**config.mk**
```make
export PLATFORM = sky130hd
export DESIGN_NAME = cellrv32_cpu_cp_arbiter
export DESIGN_NICKNAME = d
export VERILOG_FILES = /design/src/rtl/cellrv32_cpu_cp_arbiter.sv
export SDC_FILE = /design/constraint.sdc
export NUM_CORES = 1
export LEC_CHECK = 0
export CORE_MARGIN = 3
export CORE_UTILIZATION = 25
export DETAILED_ROUTE_END_ITERATION = 10
export MAX_ROUTING_LAYER = met4
export PLACE_DENSITY = 0.61
export SYNTH_ARGS = -nofsm -noshare
export SYNTH_HDL_FRONTEND = slang
export SYNTH_SLANG_ARGS = --single-unit
```
**constraint.sdc**
```tcl
create_clock -name clk_i -period 2.2 [get_ports clk_i]
set_input_delay 0.22 -clock clk_i [delete_from_list [all_inputs] [get_ports clk_i]]
set_output_delay 0.22 -clock clk_i [all_outputs]
set_load 0.02 [all_outputs]
```
**src/rtl/cellrv32_cpu_cp_arbiter.sv**
```systemverilog
// Co-processor dispatch/collect stage for the base-ISA co-processors.
// Accepts a single request from execute, pulses the selected unit's start,
// waits for its valid, samples its result one cycle later and returns it
// with a done pulse. Traps abort the operation; silent units time out.
//
// Handshake: req_i is a one-cycle pulse taken only while busy_o=0. Every
// accepted or rejected request produces exactly one done_o pulse unless a
// trap aborts it. A request while busy_o=1 is dropped silently. A unit's
// cp_valid_i means "result on cp_res_i in the next cycle".
module cellrv32_cpu_cp_arbiter #(
    parameter int XLEN       = 32,
    parameter int NUM_CP     = 4,
    parameter int TMO_CYCLES = 64
) (
    input  logic                   clk_i,
    input  logic                   rstn_i,
    input  logic                   req_i,
    input  logic [2:0]             sel_i,
    input  logic                   trap_i,
    output logic [NUM_CP-1:0]      cp_start_o,
    input  logic [NUM_CP-1:0]      cp_valid_i,
    input  logic [NUM_CP*XLEN-1:0] cp_res_i,
    output logic                   busy_o,
    output logic                   done_o,
    output logic [XLEN-1:0]        res_o,
    output logic                   err_o
);

    typedef enum logic [1:0] {
        S_IDLE    = 2'd0,
        S_START   = 2'd1,
        S_WAIT    = 2'd2,
        S_CAPTURE = 2'd3
    } state_t;

    localparam logic [3:0] NUM_CP_W = 4'(NUM_CP);
    localparam logic [7:0] TMO_LAST = 8'(TMO_CYCLES - 1);

    // state_q doubles as the debug view of the FSM
    state_t            state_q, state_d;
    logic [2:0]        sel_q, sel_d;
    logic [7:0]        cnt_q, cnt_d;
    logic [NUM_CP-1:0] start_d;
    logic              done_d, err_d;
    logic [XLEN-1:0]   res_d;

    logic              sel_ok;
    logic [NUM_CP-1:0] sel_onehot;
    logic              valid_sel;
    logic [XLEN-1:0]   res_sel;

    // Decode the incoming index and mux the latched unit's valid/result
    always_comb begin
        sel_ok     = ({1'b0, sel_i} < NUM_CP_W);
        sel_onehot = '0;
        valid_sel  = 1'b0;
        res_sel    = '0;
        for (int k = 0; k < NUM_CP; k++) begin
            sel_onehot[k] = (sel_i == 3'(k));
            if (sel_q == 3'(k)) begin
                valid_sel = cp_valid_i[k];
                res_sel   = cp_res_i[k*XLEN +: XLEN];
            end
        end
    end

    // Next-state and next-output logic; trap has priority over everything
    always_comb begin
        state_d = state_q;
        sel_d   = sel_q;
        cnt_d   = cnt_q;
        start_d = '0;
        done_d  = 1'b0;
        err_d   = 1'b0;
        res_d   = res_o;
        case (state_q)
            S_IDLE: begin
                if (req_i && !trap_i) begin
                    if (sel_ok) begin
                        sel_d   = sel_i;
                        start_d = sel_onehot;
                        state_d = S_START;
                    end else begin
                        done_d = 1'b1;
                        err_d  = 1'b1;
                        res_d  = '0;
                    end
                end
            end
            S_START: begin
                cnt_d = '0;
                if (trap_i) begin
                    state_d = S_IDLE;
                end else if (valid_sel) begin
                    state_d = S_CAPTURE;
                end else begin
                    state_d = S_WAIT;
                end
            end
            S_WAIT: begin
                if (trap_i) begin
                    state_d = S_IDLE;
                    cnt_d   = '0;
                end else if (valid_sel) begin
                    state_d = S_CAPTURE;
                    cnt_d   = '0;
                end else if (cnt_q == TMO_LAST) begin
                    // Unit never answered: report an error with a zero result
                    state_d = S_IDLE;
                    cnt_d   = '0;
                    done_d  = 1'b1;
                    err_d   = 1'b1;
                    res_d   = '0;
                end else begin
                    cnt_d = cnt_q + 8'd1;
                end
            end
            S_CAPTURE: begin
                state_d = S_IDLE;
                cnt_d   = '0;
                if (!trap_i) begin
                    res_d  = res_sel;
                    done_d = 1'b1;
                end
            end
            default: begin
                state_d = S_IDLE;
                cnt_d   = '0;
            end
        endcase
    end

    // State and registered outputs, cleared asynchronously on reset
    always_ff @(posedge clk_i or negedge rstn_i) begin
        if (!rstn_i) begin
            state_q    <= S_IDLE;
            sel_q      <= '0;
            cnt_q      <= '0;
            cp_start_o <= '0;
            done_o     <= 1'b0;
            err_o      <= 1'b0;
            res_o      <= '0;
        end else begin
            state_q    <= state_d;
            sel_q      <= sel_d;
            cnt_q      <= cnt_d;
            cp_start_o <= start_d;
            done_o     <= done_d;
            err_o      <= err_d;
            res_o      <= res_d;
        end
    end

    assign busy_o = (state_q != S_IDLE);

endmodule

```
### After elaboration in Yosys (flattened, before gate mapping)

Cells that the tools add are included.
W data, S select, Z words.

| operators by class | value |
|---|---|
| $lt $le $gt $ge | 1 |
| $add $sub $neg | 1 |
| eq/ne operators | 18 |
| reductions and logical operators | 12 |
| muxes and demuxes | 38 |

Operators with widths:

| kind | count |
|---|---|
| $mux W32 | 10 |
| $pmux W32 S3 | 1 |
| $mux W8 | 3 |
| $pmux W8 S2 | 1 |
| $ne A2 B2 Y1 const B | 7 |
| $eq A3 B2 Y1 const B | 4 |
| $mux W2 | 6 |
| $mux W4 | 3 |
| $mux W1 | 11 |
| $add A8 B1 Y8 const B | 1 |
| $eq A8 B6 Y1 const B | 1 |
| $pmux W2 S4 | 1 |
| $reduce_and A7 Y1 | 1 |
| $eq A3 B1 Y1 const B | 2 |
| $logic_not A3 Y1 | 2 |
| $reduce_and A3 Y1 | 2 |
| $eq A2 B2 Y1 const B | 2 |
| $ne A4 B4 Y1 const B | 1 |
| $reduce_bool A2 Y1 | 2 |
| $lt A3 B3 Y1 const B | 1 |
| $pmux W1 S3 | 1 |
| $reduce_bool A3 Y1 | 1 |
| $eq A2 B1 Y1 const B | 1 |
| $logic_not A2 Y1 | 1 |
| other kinds (4) | 4 |

| word-level totals | value |
|---|---|
| logic and storage cells | 77 |
| output and inout bits | 39 |
| register bits | 51 |

### Longest topological paths before layout

Gate-level depths: netlist of the first run.

| depth | value |
|---|---|
| depth after elaboration | 8 |
| gate-level depth with buffers | 6 |

### Worst setup path after synthesis of the first run

Ideal clock, no wire load.

| path | value |
|---|---|
| path type | register -> register |
| from | reg cnt_q[0] |
| to | reg res_o[0] |
| data arrival time | 1.916 ns |
| buffers on the path | 1 |
| clock period less this slack | 2.041 ns |
| path slack | 0.159 ns |
| stages on the path, launching flop included | 7 |
| cells stage by stage | dfrtp_1 ha_1 nand3_2 or4_4 o22ai_4 buf_6 mux2_4 |

| between the ends | value |
|---|---|
| longest elaborated chain between the ends | 3 |

RTL lines:

| what | line | text |
|---|---|---|
| start: declaration | 42 | `logic [7:0] cnt_q, cnt_d;` |
| start signal: assignment | 146 | `cnt_q <= cnt_d;` |
| $eq A8 B6 Y1 | 107 | `end else if (cnt_q == TMO_LAST) begin` |
| $ne A2 B2 Y1 (no line) | - |  |
| $reduce_and A7 Y1 (no line) | - |  |
| end signal: assignment | 150 | `res_o <= res_d;` |
| end: declaration | 25 | `output logic [XLEN-1:0] res_o,` |

No other way between the ends.
A chain may end at the register's enable or synchronous reset.

### Final worst setup path of the first run

| path | value |
|---|---|
| from | reg cnt_q[0] |
| to | reg res_o[18] |

The elaborated chain is that of the path after synthesis.

==> results.md, run 1 <==
- Worst-skew pair later-pin latency: 0.29 ns
- 1st-pass router iterations: 4
- Die Y: 119 µm
- Register area share after synthesis: 40.3%
- Gpl congestion: 0.819
- Net switching power figure: 902 µW
- Static leakage: 2.19 nW
- Final ANT Viol Nets: 0
- Sequential Power Share: 35.0%
- Die area: 14000 µm²
- Via count of the first global-routing pass: 3232
- Cell Area, Synth: 3160 µm²
- Hold Buf Count CTS: 1
- Fmax: 0.471 GHz
- PD cells: 547 nW/µm²
- Drt total wl: 10700 µm
- Clock slew at the register clock pins of the worst setup and hold paths: 0.06 ns
- Synth cell types: 43
- Die X: 119 µm
- Final worst path period share: 96.6%
- Post-synth top flop: dfrtp_1
- Peak VDD IR: 0.325 mV
- Critical path type: flip-flop to flip-flop
- Skew final: 0.00706 ns
- Power share of the clock group: 25.6%
- Num rows: 40
- Max clock buf depth: 2
- Dominant cell type by area after synthesis: dfrtp_1
- Switching share of power: 30.8%
- Hold_ws: 0.508 ns
- Clock tree sinks: 51
- Final setup fails: 0
- Vias: 3044
- Area fraction of the dominant cell type after synthesis: 40.3%
- Initial antenna violation count: 0
- Final core occ: 43.9%
- H-tree Lvls: 2
- RSZ-0062 raised after global routing: false
- Seq cells post-synth: 51
- Number of diodes: 0
- Synth warn: 0
- Port Buffers: 177
- Crit Path Max Fanout: 18
- Gate Count Post-Synth: 305
- Measured slew at the worst slew-check pin: 0.662 ns
- Crit path launch type: flip-flop
- Area Growth Syn to Fin: 69.2%
- Syn nets: 445
- P_int: 2.03 mW
- Critical path arrival: 2.29 ns
- Count leader, synth: dfrtp_1
- DRT iter0 DRCs: 121
- Post-CTS Repair Setup Buffers: 0
- Hpwl dp: 8280 µm
- Layout cells sized above 1: 20.0%
- DR DRC count: 0
- Pin count of the biggest net entering global routing: 34
- Outcome: finished clean
- CTS Buf Count: 5
- Vias/cell: 4.66
- Maxcap violations: 0
- Starting Density: 25.9%
- Min-Delay Path Class: flip-flop to flip-flop
- Synth top area cells: dfrtp_1 40%, mux2_4 14%, mux2_2 12%, o22ai_1 6.5%, nor3_1 5.7%
- CTS tree: built
- Logic pwr share: 39.4%
- Top cells by count, synth: 51 x dfrtp_1, 36 x nor2_1, 36 x nor3_1
- Post-Place Setup Slack: 0.0651 ns
- Mapped Avg Cell Area: 10.4 µm²
- Fin. max-slew vios: 0
- Slew Limit Headroom: 55.9%
- Clock root buffer: clkbuf_16
- Final Hold Viols: 0
- Slack of the critical path: 0.0757 ns
- First-pass GRT wire length: 17400 µm
- Layout Nets: 624
- Post-synth EDFFs: 0
- Critical Path End Type: flip-flop
- WP data required: 2.37 ns
- Total gr overflow: 0
- # IOs: 178
- Tmin final: 2.12 ns
- Setup TNS: 0 ns
- Post-DR wirelength/cell: 16.4 µm
- Core outline area: 12200 µm²
- Post-synth ARST share: 100%
- Cts repair resizes: 0
- Total power: 2.93 mW
- Tot GR Track Use: 15.7%
==> power groups by stage <==
stage	logic, mW	clock network, mW	registers [mW]
2_1_floorplan	0.629	0	1.04
3_3_place_gp	1.15	0	1.04
3_5_place_dp	1.17	0	1.04
4_1_cts	1.18	0.786	1.02
5_1_grt	1.26	0.822	1.03
6_report	1.16	0.751	1.02
==> path summary, 6_finish.rpt <==
| kind | startpoint | end | slack, ns | cells after the start |
|---|---|---|---|---|
| max in group asynchronous | rstn_i | sel_q[1] | 1.07 | 3 |
| worst max register to register | cnt_q[0] | res_o[18] | 0.08 | 6 |
| min in group asynchronous | rstn_i | res_o[0] | 0.54 | 2 |
| worst min register to register | cnt_q[4] | cnt_q[4] | 0.51 | 1 |
| worst max-delay path | cnt_q[0] | res_o[18] | 0.08 | 6 |
| worst min-delay path | cnt_q[4] | cnt_q[4] | 0.51 | 1 |
==> through the flow <==
step                      cells  cell area, µm²
after global routing        653            5360
after global placement      644            5200
final                       653            5360
after detailed placement    644            5200
after CTS                   653            5360
after floorplan             305            3160
==> critical path, stage by stage (launching register included) <==
cell and delay, ns:
dfrtp_1 0.39, ha_1 0.21, nand3_2 0.10, or4_4 0.53
o22ai_4 0.21, buf_12 0.22, mux2_2 0.35
==> kinds of logic (layout without fill, tap and decap cells) <==
kind of cell | after synthesis | count (layout) | share of synthesized area (%)
AND/OR/NAND/NOR | 108 | 108 | 16.6
multiplexers | 66 | 66 | 26.8
AO/OA/AOI/OAI | 54 | 54 | 11.7
flip-flops | 51 | 51 | 40.3
buffers and inverters | 24 | 204 | 3.80
adder cells (fa/ha/maj) | 1 | 1 | 0.395
XOR/XNOR | 1 | 1 | 0.277
==> cell type report <==
| class | count | area [µm²] |
|---|---|---|
| tap | 168 | 210 |
| multi-input combinational | 230 | 1770 |
| inverter | 1 | 3.75 |
| sequential | 51 | 1280 |
| timing repair buffer | 195 | 1950 |
| clock buffer | 6 | 129 |
| clock inverter | 2 | 12.5 |
| fill | 1211 | 6860 |
==> sequential cells by signal, summed over array words and instances (netlist names) <==
name,flops
cp_start_o,4
sel_q,3
err_o,1
cnt_q,8
res_o,32
done_o,1
state_q,2
==> per-layer routing <==
layer / part of all wire (%) / global-route usage, %
met5: 0 / -
met4: 0.89 / 3.33
met3: 6.9 / 4.64
met2: 49 / 26.0
met1: 44 / 19.1
==> cell usage in the layout, fill, tap and decap left out, drive strengths merged, types with 3 or more instances in the layout <==
cell           synthesis  routed
clkdlybuf4s50          0     176
mux2                  64      64
dfrtp                 51      51
nor3                  36      36
nor2                  36      36
o22ai                 34      34
buf                   13      18
nand2                 13      13
clkbuf                10       6
nand2b                 5       5
a21o                   3       3
No activity file was read; power rests on OpenSTA's default activity.
==> inputs of run 2 (changes only) <==
Settings changed: PLACE_DENSITY 0.61 to default, PLACE_DENSITY_LB_ADDON from default to 0.08.
==> run 2 against run 1 <==
Cell area up 1.1%. Fmax up 0.36%. Sequential share of layout area down 0.25 points. Count of clock-buffer cells in the layout unchanged.
==> results.md, run 2 (synthesized netlist as in run 1, its figures left out) <==
- Outcome: finished clean
- CTS tree: built
- Max clock buf depth: 2 (unchanged)
- Initial antenna violation count: 0 (unchanged)
- Critical path arrival: 2.28 ns (about the same)
- Layout Nets: 627 (+0.48%)
- Static leakage: 2.22 nW (+1.3%)
- Min-Delay Path Class: flip-flop to flip-flop
- Critical path type: flip-flop to flip-flop
- Port Buffers: 177 (unchanged)
- Commonest non-fill, non-tap cells in the layout: 176 x clkdlybuf4s50_1, 50 x dfrtp_1, 36 x nor3_1, 36 x nor2_1, 35 x mux2_2
- Slack of the critical path: 0.0834 ns (+0.00764 ns)
- Pin count of the biggest net entering global routing: 33 (-2.9%)
- Largest registers: res_o (32), cnt_q (8), cp_start_o (4)
- Tot GR Track Use: 15.8% (+0.078 points)
- Commonest non-fill, non-tap cell in the layout: clkdlybuf4s50_1
- Critical Path End Type: flip-flop
- Most frequent CP cell: buf_12
- 1st-pass router iterations: 4 (unchanged)
- CTS Buf Count: 5 (unchanged)
- CP peak stage delay: 0.52 ns (about the same)
- Final worst path period share: 96.2% (-0.35 points)
- Number of diodes: 0 (unchanged)
- Measured slew at the worst slew-check pin: 0.613 ns (-0.0495 ns)
- Number of flip-flops in the largest register: 32 (unchanged)
- Via count of the first global-routing pass: 3290 (+1.8%)
- WP data required: 2.36 ns (about the same)
- First-pass GRT wire length: 17600 µm (+1.6%)
- Tmin final: 2.12 ns (-0.00764 ns)
- Area Growth Syn to Fin: 71.1%
- Final core occ: 44.3% (+0.47 points)
- Post-DR wirelength/cell: 16.6 µm (+1.6%)
- Vias/cell: 4.64 (-0.46%)
- Final Hold Viols: 0 (unchanged)
- Starting Density: 25.9% (unchanged)
- Vias: 3044 (unchanged)
- # IOs: 178 (unchanged)
- H-tree Lvls: 2 (unchanged)
- Fin. max-slew vios: 0 (unchanged)
- Hpwl dp: 7970 µm (-3.8%)
- Post-Place Setup Slack: 0.0689 ns (+0.00374 ns)
- Clock root buffer: clkbuf_16
- Peak VDD IR: 0.344 mV (+5.8%)
- Total power: 2.96 mW (+0.83%)
- Worst-skew pair later-pin latency: 0.28 ns (about the same)
- Layout cells sized above 1: 20.5% (+0.49 points)
- Drt total wl: 10900 µm (+2.1%)
- Fmax: 0.472 GHz (+0.36%)
- Crit path launch type: flip-flop
- Gpl congestion: 0.766 (-6.4%)
- Final setup fails: 0 (unchanged)
- Slew Limit Headroom: 59.2% (+3.3 points)
- Crit. Startpoint: cnt_q[0]
- Crit Path Max Fanout: 9 (-9)
- DR DRC count: 0 (unchanged)
- Final ANT Viol Nets: 0 (unchanged)
- Skew final: 0.00617 ns (-0.000893 ns)
- Worst-path cell chain: ha_1 -> nand3_2 -> or4_4 -> o22ai_4 -> buf_12 -> buf_12 -> mux2_2
- Reg-to-Reg Start: cnt_q[0]
- Clock slew at the register clock pins of the worst setup and hold paths: 0.07 ns (about the same)
- PD cells: 546 nW/µm² (-0.25%)
- Clock tree sinks: 51 (unchanged)
- HP Start: cnt_q[4]
- Die area: 14000 µm² (unchanged)
- CP max stage cell: or4_4
- Maxcap violations: 0 (unchanged)
- DRT iter0 DRCs: 115 (-5.0%)
- Reg with most FFs: res_o
- Die X: 119 µm (unchanged)
- Total gr overflow: 0 (unchanged)
- Num rows: 40 (unchanged)
- Core outline area: 12200 µm² (unchanged)
- Die Y: 119 µm (unchanged)
## run 2: changes by cell type in the layout (fill, tap and decap cells not counted)
cell / change
buf_4: +1
clkbuf_16: +2
## run 2: worst max-delay path, delay by kind of cell (launching register included)
family	cells	cell delay [ns]
buffers and inverters	2	0.29
and+or+nand+nor	2	0.61
DFF	1	0.40
adders and majority gates	1	0.21
AOI/OAI and AO/OA	1	0.14
muxes	1	0.34
## run 2: per-stage QoR
step / instances / setup TNS (ns) / hold WS [ns] / area, µm²
2_1_floorplan: 305 / 0 / -0.0756 / 3160
3_5_place_dp: 644 / 0 / 0.271 / 5190
3_3_place_gp: 644 / 0 / 0.273 / 5190
4_1_cts: 653 / 0 / 0.496 / 5340
6_report: 656 / 0 / 0.495 / 5410
5_1_grt: 656 / -0.0106 / 0.522 / 5410
## run 2: worst paths after layout
check	cells past startpoint	end	slack, ns
min in group asynchronous	2	res_o[24]	0.51
hold reg to reg	1	cnt_q[4]	0.49
setup reg to reg	7	res_o[18]	0.08
setup / recovery	7	res_o[18]	0.08
max in group asynchronous	3	res_o[18]	1.12
hold / removal	1	cnt_q[4]	0.49
## run 2: repair_timing
item	CTS	global route
gates resized for setup	0	0
buffers inserted	0	1
endpoints found under the hold margin	24	0
setup endpoints to repair	0	3
hold buffers	1	0
## run 2: final cells by class
class | instances | area, µm²
Clock inverter | 2 | 12.5
Inverter | 1 | 3.75
Multi-Input combinational cell | 230 | 1770
Clock buffer | 6 | 129
Tap cell | 168 | 210
Timing Repair Buffer | 198 | 2010
Fill cell | 1219 | 6800
Sequential cell | 51 | 1280
## run 2: per-layer routing
layer	GRT usage, %	vias to the layer above	routed length (µm)
met5	-	-	0
li1	-	1484	-
met4	3.04	0	95
met1	20.1	1440	4940
met2	25.9	116	5180
met3	3.88	4	699
## run 2: power by group
part / switching [mW] / internal (mW)
combinational: 0.543 / 0.632
clock: 0.340 / 0.421
sequential: 0.0396 / 0.980
